`config.mk`:
```
export PLATFORM = sky130hd
export DESIGN_NAME = borrow_select_subtractor_pipe_flat
export DESIGN_NICKNAME = d
export VERILOG_FILES = /design/src/rtl/subtractor_pkg.sv /design/src/rtl/borrow_select_subtractor_pipe_if.sv /design/src/rtl/fa.sv /design/src/rtl/ripple_borrow_seg.sv /design/src/rtl/borrow_select_subtractor_pipe.sv /design/src/flat_wrapper.sv
export SDC_FILE = /design/constraint.sdc
export NUM_CORES = 1
export LEC_CHECK = 0
export CAP_MARGIN = 20
export CORE_ASPECT_RATIO = 0.9
export CORE_MARGIN = 4
export CORE_UTILIZATION = 48
export DETAILED_ROUTE_END_ITERATION = 8
export PLACE_DENSITY = 0.85
export REMOVE_ABC_BUFFERS = 1
export SLEW_MARGIN = 0
export SYNTH_ARGS = -nofsm -noshare
export SYNTH_HDL_FRONTEND = slang
export SYNTH_SLANG_ARGS = --single-unit
```
`constraint.sdc`:
```
create_clock -name clk -period 4.4 [get_ports clk]
set_clock_uncertainty 0.1 [all_clocks]
set_input_delay 1.1 -clock clk [delete_from_list [all_inputs] [get_ports clk]]
set_output_delay 1.1 -clock clk [all_outputs]
set_load 0.01 [all_outputs]
```
`src/rtl/subtractor_pkg.sv`:
```
// Shared constants and payload types for the borrow-select subtractor pipeline.
// Segment split 5/7/9/11 matches the processor carry-select adders.
package subtractor_pkg;

    localparam int W    = 32;
    localparam int SEG0 = 5;
    localparam int SEG1 = 7;
    localparam int SEG2 = 9;
    localparam int SEG3 = 11;

    // Segment base bit positions
    localparam int B1 = SEG0;
    localparam int B2 = SEG0 + SEG1;
    localparam int B3 = SEG0 + SEG1 + SEG2;

    localparam bit SEG_SPLIT_OK = ((SEG0 + SEG1 + SEG2 + SEG3) == W);

    typedef struct packed {
        logic bout;
        logic zero;
        logic neg;
        logic ovf;
    } flags_t;

    typedef struct packed {
        logic [B2-1:0] d;
        logic          br;
        logic [W-1:B2] a;
        logic [W-1:B2] b;
    } s1_t;

    typedef struct packed {
        logic [B3-1:0] d;
        logic          br;
        logic [W-1:B3] a;
        logic [W-1:B3] b;
    } s2_t;

    typedef struct packed {
        logic [W-1:0] d;
        flags_t       f;
    } s3_t;

endpackage

```
`src/rtl/borrow_select_subtractor_pipe_if.sv`:
```
// Operand/result handshake bundle for the subtractor pipeline.
// master = producer/consumer side, slave = the pipeline itself.
interface borrow_select_subtractor_pipe_if;
    logic        in_valid;
    logic        in_ready;
    logic [31:0] a;
    logic [31:0] b;
    logic        bin;
    logic        out_valid;
    logic        out_ready;
    logic [31:0] d;
    logic        bout;
    logic        zero;
    logic        neg;
    logic        ovf;

    modport master (
        output in_valid, a, b, bin, out_ready,
        input  in_ready, out_valid, d, bout, zero, neg, ovf
    );

    modport slave (
        input  in_valid, a, b, bin, out_ready,
        output in_ready, out_valid, d, bout, zero, neg, ovf
    );
endinterface

```
`src/rtl/fa.sv`:
```
// Single-bit full adder cell.
// Purely combinational; no handshake.
module fa (
    input  logic x,
    input  logic y,
    input  logic ci,
    output logic s,
    output logic co
);
    assign s  = x ^ y ^ ci;
    assign co = (x & y) | (ci & (x ^ y));
endmodule

```
`src/rtl/ripple_borrow_seg.sv`:
```
// N-bit ripple-borrow subtractor d = a - b - bin built from fa cells on ~b.
// Combinational, zero latency; no handshake.
module ripple_borrow_seg #(
    parameter int N = 4
) (
    input  logic [N-1:0] a,
    input  logic [N-1:0] b,
    input  logic         bin,
    output logic [N-1:0] d,
    output logic         bout
);
    // Carry chain is the inverted borrow chain
    logic [N:0] c;

    assign c[0] = ~bin;

    for (genvar i = 0; i < N; i++) begin : g_bit
        fa u_fa (
            .x  (a[i]),
            .y  (~b[i]),
            .ci (c[i]),
            .s  (d[i]),
            .co (c[i+1])
        );
    end

    assign bout = ~c[N];
endmodule

```
`src/rtl/borrow_select_subtractor_pipe.sv`:
```
// 32-bit borrow-select subtractor d = a - b - bin with borrow-out and ALU flags.
// Latency 3 cycles, 1 result/clock; 3-entry valid/ready pipe.
// Backpressure: per-stage ready chain, in_ready combinational from out_ready.
module borrow_select_subtractor_pipe
    import subtractor_pkg::*;
(
    input  logic                            clk,
    input  logic                            rst,
    borrow_select_subtractor_pipe_if.slave  bus
);

    if (!SEG_SPLIT_OK) begin : g_bad_split
        $error("subtractor segment widths must sum to 32");
    end

    logic s1_vld, s2_vld, s3_vld;
    logic s1_rdy, s2_rdy, s3_rdy;
    s1_t  s1_dat, s1_nxt;
    s2_t  s2_dat, s2_nxt;
    s3_t  s3_dat, s3_nxt;

    assign s3_rdy = !s3_vld || bus.out_ready;
    assign s2_rdy = !s2_vld || s3_rdy;
    assign s1_rdy = !s1_vld || s2_rdy;

    // Stage 0 -> S1: seg0 plain ripple, seg1 borrow-select
    logic [SEG0-1:0] seg0_d;
    logic            seg0_bo;
    logic [SEG1-1:0] seg1_d0, seg1_d1;
    logic            seg1_bo0, seg1_bo1;

    ripple_borrow_seg #(.N(SEG0)) u_seg0 (
        .a(bus.a[B1-1:0]), .b(bus.b[B1-1:0]), .bin(bus.bin), .d(seg0_d), .bout(seg0_bo)
    );
    ripple_borrow_seg #(.N(SEG1)) u_seg1_b0 (
        .a(bus.a[B2-1:B1]), .b(bus.b[B2-1:B1]), .bin(1'b0), .d(seg1_d0), .bout(seg1_bo0)
    );
    ripple_borrow_seg #(.N(SEG1)) u_seg1_b1 (
        .a(bus.a[B2-1:B1]), .b(bus.b[B2-1:B1]), .bin(1'b1), .d(seg1_d1), .bout(seg1_bo1)
    );

    assign s1_nxt.d  = {(seg0_bo ? seg1_d1 : seg1_d0), seg0_d};
    assign s1_nxt.br = seg0_bo ? seg1_bo1 : seg1_bo0;
    assign s1_nxt.a  = bus.a[W-1:B2];
    assign s1_nxt.b  = bus.b[W-1:B2];

    // S1 -> S2: seg2 borrow-select
    logic [SEG2-1:0] seg2_d0, seg2_d1;
    logic            seg2_bo0, seg2_bo1;

    ripple_borrow_seg #(.N(SEG2)) u_seg2_b0 (
        .a(s1_dat.a[B3-1:B2]), .b(s1_dat.b[B3-1:B2]), .bin(1'b0), .d(seg2_d0), .bout(seg2_bo0)
    );
    ripple_borrow_seg #(.N(SEG2)) u_seg2_b1 (
        .a(s1_dat.a[B3-1:B2]), .b(s1_dat.b[B3-1:B2]), .bin(1'b1), .d(seg2_d1), .bout(seg2_bo1)
    );

    assign s2_nxt.d  = {(s1_dat.br ? seg2_d1 : seg2_d0), s1_dat.d};
    assign s2_nxt.br = s1_dat.br ? seg2_bo1 : seg2_bo0;
    assign s2_nxt.a  = s1_dat.a[W-1:B3];
    assign s2_nxt.b  = s1_dat.b[W-1:B3];

    // S2 -> S3: seg3 borrow-select and flags
    logic [SEG3-1:0] seg3_d0, seg3_d1;
    logic            seg3_bo0, seg3_bo1;
    logic [W-1:0]    full_d;

    ripple_borrow_seg #(.N(SEG3)) u_seg3_b0 (
        .a(s2_dat.a), .b(s2_dat.b), .bin(1'b0), .d(seg3_d0), .bout(seg3_bo0)
    );
    ripple_borrow_seg #(.N(SEG3)) u_seg3_b1 (
        .a(s2_dat.a), .b(s2_dat.b), .bin(1'b1), .d(seg3_d1), .bout(seg3_bo1)
    );

    assign full_d        = {(s2_dat.br ? seg3_d1 : seg3_d0), s2_dat.d};
    assign s3_nxt.d      = full_d;
    assign s3_nxt.f.bout = s2_dat.br ? seg3_bo1 : seg3_bo0;
    assign s3_nxt.f.zero = (full_d == '0);
    assign s3_nxt.f.neg  = full_d[W-1];
    assign s3_nxt.f.ovf  = (s2_dat.a[W-1] != s2_dat.b[W-1]) && (full_d[W-1] != s2_dat.a[W-1]);

    // Payloads only load behind a valid so idle inputs never reach the registers
    always_ff @(posedge clk) begin
        if (rst) begin
            s1_vld <= 1'b0;
            s2_vld <= 1'b0;
            s3_vld <= 1'b0;
            s1_dat <= '0;
            s2_dat <= '0;
            s3_dat <= '0;
        end else begin
            if (s1_rdy) begin
                s1_vld <= bus.in_valid;
                if (bus.in_valid) s1_dat <= s1_nxt;
            end
            if (s2_rdy) begin
                s2_vld <= s1_vld;
                if (s1_vld) s2_dat <= s2_nxt;
            end
            if (s3_rdy) begin
                s3_vld <= s2_vld;
                if (s2_vld) s3_dat <= s3_nxt;
            end
        end
    end

    assign bus.in_ready  = s1_rdy;
    assign bus.out_valid = s3_vld;
    assign bus.d         = s3_dat.d;
    assign bus.bout      = s3_dat.f.bout;
    assign bus.zero      = s3_dat.f.zero;
    assign bus.neg       = s3_dat.f.neg;
    assign bus.ovf       = s3_dat.f.ovf;

endmodule

```
`src/flat_wrapper.sv`:
```
// flat-port wrapper written by rule: the top's interface ports become plain ports
module borrow_select_subtractor_pipe_flat import subtractor_pkg::*;
  (clk, rst, bus_in_valid, bus_a, bus_b, bus_bin, bus_out_ready, bus_in_ready, bus_out_valid, bus_d, bus_bout, bus_zero, bus_neg, bus_ovf);
  borrow_select_subtractor_pipe_if bus_i ();
  input  logic clk;
  input  logic rst;
  input wire logic [$bits(bus_i.in_valid)-1:0] bus_in_valid;
  input wire logic [$bits(bus_i.a)-1:0] bus_a;
  input wire logic [$bits(bus_i.b)-1:0] bus_b;
  input wire logic [$bits(bus_i.bin)-1:0] bus_bin;
  input wire logic [$bits(bus_i.out_ready)-1:0] bus_out_ready;
  output wire logic [$bits(bus_i.in_ready)-1:0] bus_in_ready;
  output wire logic [$bits(bus_i.out_valid)-1:0] bus_out_valid;
  output wire logic [$bits(bus_i.d)-1:0] bus_d;
  output wire logic [$bits(bus_i.bout)-1:0] bus_bout;
  output wire logic [$bits(bus_i.zero)-1:0] bus_zero;
  output wire logic [$bits(bus_i.neg)-1:0] bus_neg;
  output wire logic [$bits(bus_i.ovf)-1:0] bus_ovf;
  assign bus_i.in_valid = bus_in_valid;
  assign bus_i.a = bus_a;
  assign bus_i.b = bus_b;
  assign bus_i.bin = bus_bin;
  assign bus_i.out_ready = bus_out_ready;
  assign bus_in_ready = bus_i.in_ready;
  assign bus_out_valid = bus_i.out_valid;
  assign bus_d = bus_i.d;
  assign bus_bout = bus_i.bout;
  assign bus_zero = bus_i.zero;
  assign bus_neg = bus_i.neg;
  assign bus_ovf = bus_i.ovf;
  borrow_select_subtractor_pipe u_core (.clk(clk), .rst(rst), .bus(bus_i));
endmodule
```
==> results of run 1 <==
[timing repair]
action	in CTS	in global routing
pin swaps	5	12
gates resized for setup	8	11
endpoints found under the setup margin	4	5
[stage by stage]
step | std cells | hold slack, ns
after detailed placement | 989 | 0.345
after floorplan | 709 | 0.321
final | 1020 | 0.351
after global routing | 1020 | 0.365
after global placement | 989 | 0.341
after CTS | 1020 | 0.354
[flip-flops by register name, indices dropped and copies added (netlist names)]
signal,cells
u_core.bus.zero,1
u_core.full_d,21
u_core.s2_dat,23
u_core.s1_vld,1
u_core.s1_dat,53
u_core.s2_vld,1
u_core.bus.out_valid,1
u_core.bus.bout,1
u_core.bus.ovf,1
u_core.bus.neg,1
u_core.bus.d,31
[cells by family (layout without fill, tap and decap cells)]
logic type	after synthesis	after routing	share of synthesized area [%]
compound gates	172	172	16.8
xor+xnor	21	21	3.08
fa+ha+maj	35	35	7.95
buf+inv	86	192	5.48
flops	135	135	45.2
simple gates	305	305	21.5
[placed cells by master, fill, tap and decap left out, drive strengths merged, types with 3 or more instances in the layout]
master         Yosys  final
dfxtp            135    135
nand3              3      3
nand2            230    230
clkbuf            32     23
xnor2             13     13
o31ai              3      3
xor2               8      8
o21bai             5      5
a31oi              8      8
and2               5      5
buf               13     15
nand4              3      3
a211oi            12     12
clkinv             0      3
clkdlybuf4s50      0    103
nor3               5      5
nor2              28     28
ha                30     30
bufinv             0      3
nor4               6      6
fa                 5      5
nand3b             7      7
nand2b             8      8
a21o               4      4
inv               41     41
nor2b              3      3
o21ai              6      6
a21oi            122    122
nor3b              3      3
[worst reg2reg max path, cell delays in order (launching register included)]
cell,delay [ns]
dfxtp_1,0.32
inv_1,0.05
ha_1,0.32
and3_4,0.21
a31oi_4,0.20
a31oi_1,0.18
nor3_1,0.22
a211oi_1,0.08
or4_1,0.52
o31ai_2,0.18
[layer usage]
| layer | vias up | wire, um | GRT usage (%) |
|---|---|---|---|
| li1 | 2674 | - | - |
| met1 | 2377 | 6050 | 24.9 |
| met3 | 12 | 801 | 5.48 |
| met4 | 0 | 102 | 7.08 |
| met2 | 118 | 6600 | 31.4 |
| met5 | - | 0 | 0 |
[path summary, 6_finish.rpt]
kind                             startpoint                             end  depth (start not counted)
max                                bus_b[0]  u_core.s1_dat[40]$_SDFFE_PP0P_                         13
min          u_core.s1_dat[14]$_SDFFE_PP0P_   u_core.s2_dat[5]$_SDFFE_PP0P_                          2
max reg2reg   u_core.s2_dat[1]$_SDFFE_PP0P_    u_core.bus.zero$_SDFFE_PP0P_                          9
min reg2reg  u_core.s1_dat[14]$_SDFFE_PP0P_   u_core.s2_dat[5]$_SDFFE_PP0P_                          2
[power by group through the flow]
stage	registers, W	logic [W]	clock network [W]
final	0.00132	0.000422	0.00144
after global routing	0.00132	0.000470	0.00152
after CTS	0.00131	0.000415	0.00147
after detailed placement	0.00134	0.000408	0
after global placement	0.00134	0.000396	0
after floorplan	0.00133	0.000240	0
[cell type report]
| class | instances | share of cell area, % |
|---|---|---|
| Clock buffer | 23 | 6.20 |
| Sequential cell | 135 | 34.3 |
| Clock inverter | 8 | 1.53 |
| Tap cell | 160 | 2.54 |
| Timing Repair Buffer | 120 | 14.8 |
| Inverter | 41 | 1.95 |
| Multi-Input combinational cell | 533 | 38.6 |
==> results by group, run 1 <==
Floorplan
  – Die width: 126 um
  – Starting density of the core: 49.3%
  – Die area: 14300 um^2
  – Top-level I/O count: 107
  – Chip height: 114 um
  – Rows: 38
  – Core Area: 12100 um^2

Place
  – DP Wirelength: 9.45 mm
  – Area after DPL: 7190 um^2
  – Placer Congestion: 0.828
  – Pre-CTS setup slack: -0.711 ns
  – Port Buffers: 106

Logic synthesis
  – Avg Synthesized Cell Area: 7.93 um^2
  – Most frequent cells after synthesis: 229 x nand2_1, 135 x dfxtp_1, 120 x a21oi_1, 41 x inv_1, 32 x clkbuf_1
  – Post-Synthesis Cells: 754
  – Top post-synthesis cells by area: dfxtp_1 45%, nand2_1 14%, a21oi_1 10%
  – Yosys top cell area share: 45.2%
  – Flop and latch count out of synthesis: 135
  – Leading register cell type out of synthesis: dfxtp_1
  – Post-synth EDFFs: 0
  – Asr flop ratio synth: 0%
  – Yosys top cell by area: dfxtp_1
  – Synthesized cell area: 5980 um^2
  – Yosys warns: 0
  – Count of cell types in the netlist: 46
  – Top-count cell post-synth: nand2_1
  – Sequential area share after synthesis: 45.2%

Cells and area
  – Multi-input logic area: 3040 um^2
  – Final nets: 952
  – Fin area: 7870 um^2
  – Flip-flop and latch area: 2700 um^2
  – # diodes: 0
  – Layout area overhead: 31.7%
  – Share of cells above drive strength 1: 8.14%
  – Final core occ: 64.9%
  – # fillers: 979

Power and ir drop
  – Net Sw Frac: 23.6%
  – Total power draw: 0.00318 W
  – Leakage: 2.99 nW
  – Comb power frac: 13.3%
  – Peak supply drop: 0.281 mV
  – Power density cells: 404 nW/um^2
  – NetSw: 0.000751 W
  – Part of the power in registers: 41.4%
  – Clock Power Share: 45.4%
  – Internal power: 0.00243 W

STA
  – Slew Viols, Final: 0
  – Setup_tns: 0 ns
  – Period utilization: 97.4%
  – Hold Violations, Final: 0
  – Final Critical Period: 4.29 ns
  – Slew @ Worst Pin: 0.773 ns
  – Rel. slew slack: 48.5%
  – Final Setup Violations: 0
  – F_max: 233 MHz
  – Fin worst setup slack: 0.113 ns

Worst setup path
  – WP data required: 4.64 ns
  – Top cell by count, worst path: fa_2
  – Startpoint type of the worst setup path: primary input
  – CP Data Arrival Time: 4.53 ns
  – Slowest cell on crit path: clkdlybuf4s50_1
  – Worst path max stage delay: 0.42 ns
  – Critical path class: in2reg
  – Worst reg-to-reg setup slack: 1.96 ns
  – CP top delay family: adder cells
  – Worst path bufs/invs: 1
  – Crit path cell chain: clkdlybuf4s50_1 -> fa_2 -> fa_2 -> fa_2 -> fa_2 -> fa_2 -> nand2b_4 -> a31oi_4 -> o21bai_4 -> a21oi_2 -> o21ai_2 -> a211o_1 -> a21oi_2
  – Critical Path End Type: flop
  – Crit path max fanout: 3

Global route
  – Vias in the first global route: 4865
  – First-pass GRT wire length: 22.7 mm
  – Initial antenna violation count: 0
  – Pin count of the biggest net entering global routing: 66
  – GR Overflow Total: 0
  – GRT Util Overall: 19.4%

Detailed routing
  – Vias post-DR: 5181
  – Antenna-violating nets left: 0
  – Violation count after the first detailed-route iteration: 273
  – Residual DRC count: 0
  – WL/cell: 13.3 um
  – Total Wirelength: 13.6 mm
  – Initial DRT Pass Iterations: 5
  – Avg Vias per Cell: 5.08

CTS
  – Clk_lat worst skew: 0.41 ns
  – CTS tree: built
  – CTS clk-pin slew, worst paths: 0.05 ns
  – CTS buffer count: 17
  – CTS H-Tree Depth: 4
  – Hold Buf Count CTS: 0
  – Clock buffer depth: 2
  – Post-CTS setup buffers: 0
  – Clock root cell: clkbuf_16
  – CTS Sinks: 135

Run
  – Max Cap Viol: 0

Outcome
  – Status: finished, final reports clean

Hold path
  – Worst Hold Class: reg2reg
(Power assumes the default switching activity.)
==> inputs of run 2 (changes only) <==
- CORE_UTILIZATION: 48 -> 57
- DONT_BUFFER_PORTS: unset -> 1
- PLACE_DENSITY: 0.85 -> 0.83
==> results by group, run 2 (same netlist as run 1, synthesis figures left out) <==
CTS
  – CTS buffer count: 17
  – CTS tree: built
  – CTS H-Tree Depth: 4
  – CTS Sinks: 135
  – CTS clk-pin slew, worst paths: 0.06 ns
  – Hold Buf Count CTS: 0
  – Clk_lat worst skew: 0.41 ns
  – Clock root cell: clkbuf_16
  – Clock buffer depth: 2

Global route
  – Initial antenna violation count: 0
  – GRT Util Overall: 22.6%
  – Pin count of the biggest net entering global routing: 147
  – Vias in the first global route: 4836
  – GR Overflow Total: 0
  – First-pass GRT wire length: 21.9 mm

STA
  – Slew Viols, Final: 0
  – Hold Violations, Final: 0
  – Period utilization: 97.0%
  – Setup_tns: 0 ns
  – Unrepaired setup endpoints after global routing: false
  – Rel. slew slack: 37.0%
  – Final Setup Violations: 0
  – Slew @ Worst Pin: 0.946 ns
  – Hold_ws: 0.350 ns
  – F_max: 234 MHz
  – Final Critical Period: 4.27 ns

Floorplan
  – Rows: 35
  – Die width: 116 um
  – Top-level I/O count: 107
  – Chip height: 105 um
  – Core Area: 10200 um^2
  – Starting density of the core: 58.4%
  – Die area: 12200 um^2

Worst setup path
  – Crit path max fanout: 3
  – Worst path bufs/invs: 0
  – CP top delay family: adder cells
  – Critical Path End Type: flop
  – Worst path max stage delay: 0.43 ns
  – Startpoint type of the worst setup path: primary input
  – Top cell by count, worst path: fa_1
  – WP data required: 4.64 ns
  – Critical path class: in2reg
  – Crit path cell chain: fa_1 -> fa_1 -> fa_1 -> fa_1 -> fa_1 -> nand2b_1 -> a31oi_2 -> o21bai_1 -> a21oi_2 -> o21ai_1 -> a211o_1 -> a21oi_1
  – Slowest cell on crit path: fa_1
  – CP Data Arrival Time: 4.51 ns

Cells and area
  – Share of cells above drive strength 1: 7.20%
  – Final nets: 842
  – Layout area overhead: 12.0%
  – Multi-input logic area: 2980 um^2
  – # fillers: 866
  – Max reg flops: 53
  – Commonest non-fill, non-tap cell in the layout: nand2_1
  – Most frequent cells in the layout: 228 x nand2_1, 135 x dfxtp_1, 119 x a21oi_1, 41 x inv_1, 30 x ha_1
  – Flip-flop and latch area: 2700 um^2
  – # diodes: 0
  – Final core occ: 65.3%
  – Biggest register: u_core.s1_dat

Outcome
  – Status: finished, final reports clean

Place
  – DP Wirelength: 8.91 mm
  – Placer Congestion: 0.783
  – Port Buffers: 0

Power and ir drop
  – Power density cells: 455 nW/um^2
  – Peak supply drop: 0.363 mV
  – Leakage: 2.54 nW

Hold path
  – Worst Hold Class: reg2reg

Detailed routing
  – Avg Vias per Cell: 5.54
  – Vias post-DR: 4871
  – Total Wirelength: 13.2 mm
  – WL/cell: 15.1 um
  – Violation count after the first detailed-route iteration: 231
  – Residual DRC count: 0
  – Initial DRT Pass Iterations: 5
  – Antenna-violating nets left: 0

Run
  – Max Cap Viol: 0
run 2: changes by cell type in the layout (fill, tap and decap cells not counted), moves of 2 or more:
cell,change
clkdlybuf4s50_1,-103
buf_4,-7
fa_1,+5
fa_2,-5
clkinvlp_4,+4
clkbuf_8,-3
dlymetal6s2s_1,-2
nand2b_1,+2
nand2b_4,-2
run 2: metrics by stage:
stage	cell area (um^2)	cells	setup slack, ns	power (W)
final	6700	879	0.131	0.00305
after detailed placement	6050	846	-0.391	0.00165
after global routing	6700	879	0.00747	0.00318
after CTS	6640	877	0.0222	0.00307
after floorplan	5810	709	-0.138	0.00157
after global placement	6050	846	-0.234	0.00163
run 2: repair_timing:
action,4_1_cts,5_1_grt
buffers inserted,0,0
gates resized for setup,0,2
setup endpoints to repair,0,2
run 2: layer usage:
layer,up-vias,global-route usage (%),wire length (um)
met5,-,0,0
met4,0,8.53,177
met3,18,7.64,882
met2,108,40.0,6930
met1,2290,24.6,5240
li1,2455,-,-
run 2: cell type report:
class                   count  area share [%]
inverters                  41            2.30
repair buffers             10            1.53
multi-input cells         533            44.5
flip-flops and latches    135            40.4
clock buffers              19            6.61
clock inverters            12            2.30
well taps                 129            2.41
run 2: worst reg2reg max path: stages, from the launching register on:
cell	delay (ns)
dfxtp_1	0.38
nor2b_1	0.50
nand3_1	0.30
nand2_2	0.49
buf_4	0.41
nand2_1	0.11
a21oi_1	0.18
run 2: report_power, final:
group / switching [W] / internal (W)
Sequential: 0.0000401 / 0.00128
Combinational: 0.000177 / 0.000133
Clock: 0.000517 / 0.000900
Total: 0.000734 / 0.00231
run 2: path summary, 6_finish.rpt:
kind | from | end | slack [ns] | depth (start not counted)
worst max-delay path | bus_bin | u_core.s1_dat[40]$_SDFFE_PP0P_ | 0.13 | 12
worst min-delay path | u_core.s1_dat[29]$_SDFFE_PP0P_ | u_core.s2_dat[11]$_SDFFE_PP0P_ | 0.35 | 2
worst max register to register | u_core.bus.out_valid$_SDFFE_PP0P_ | u_core.s1_dat[34]$_SDFFE_PP0P_ | 1.86 | 6
worst min register to register | u_core.s1_dat[29]$_SDFFE_PP0P_ | u_core.s2_dat[11]$_SDFFE_PP0P_ | 0.35 | 2
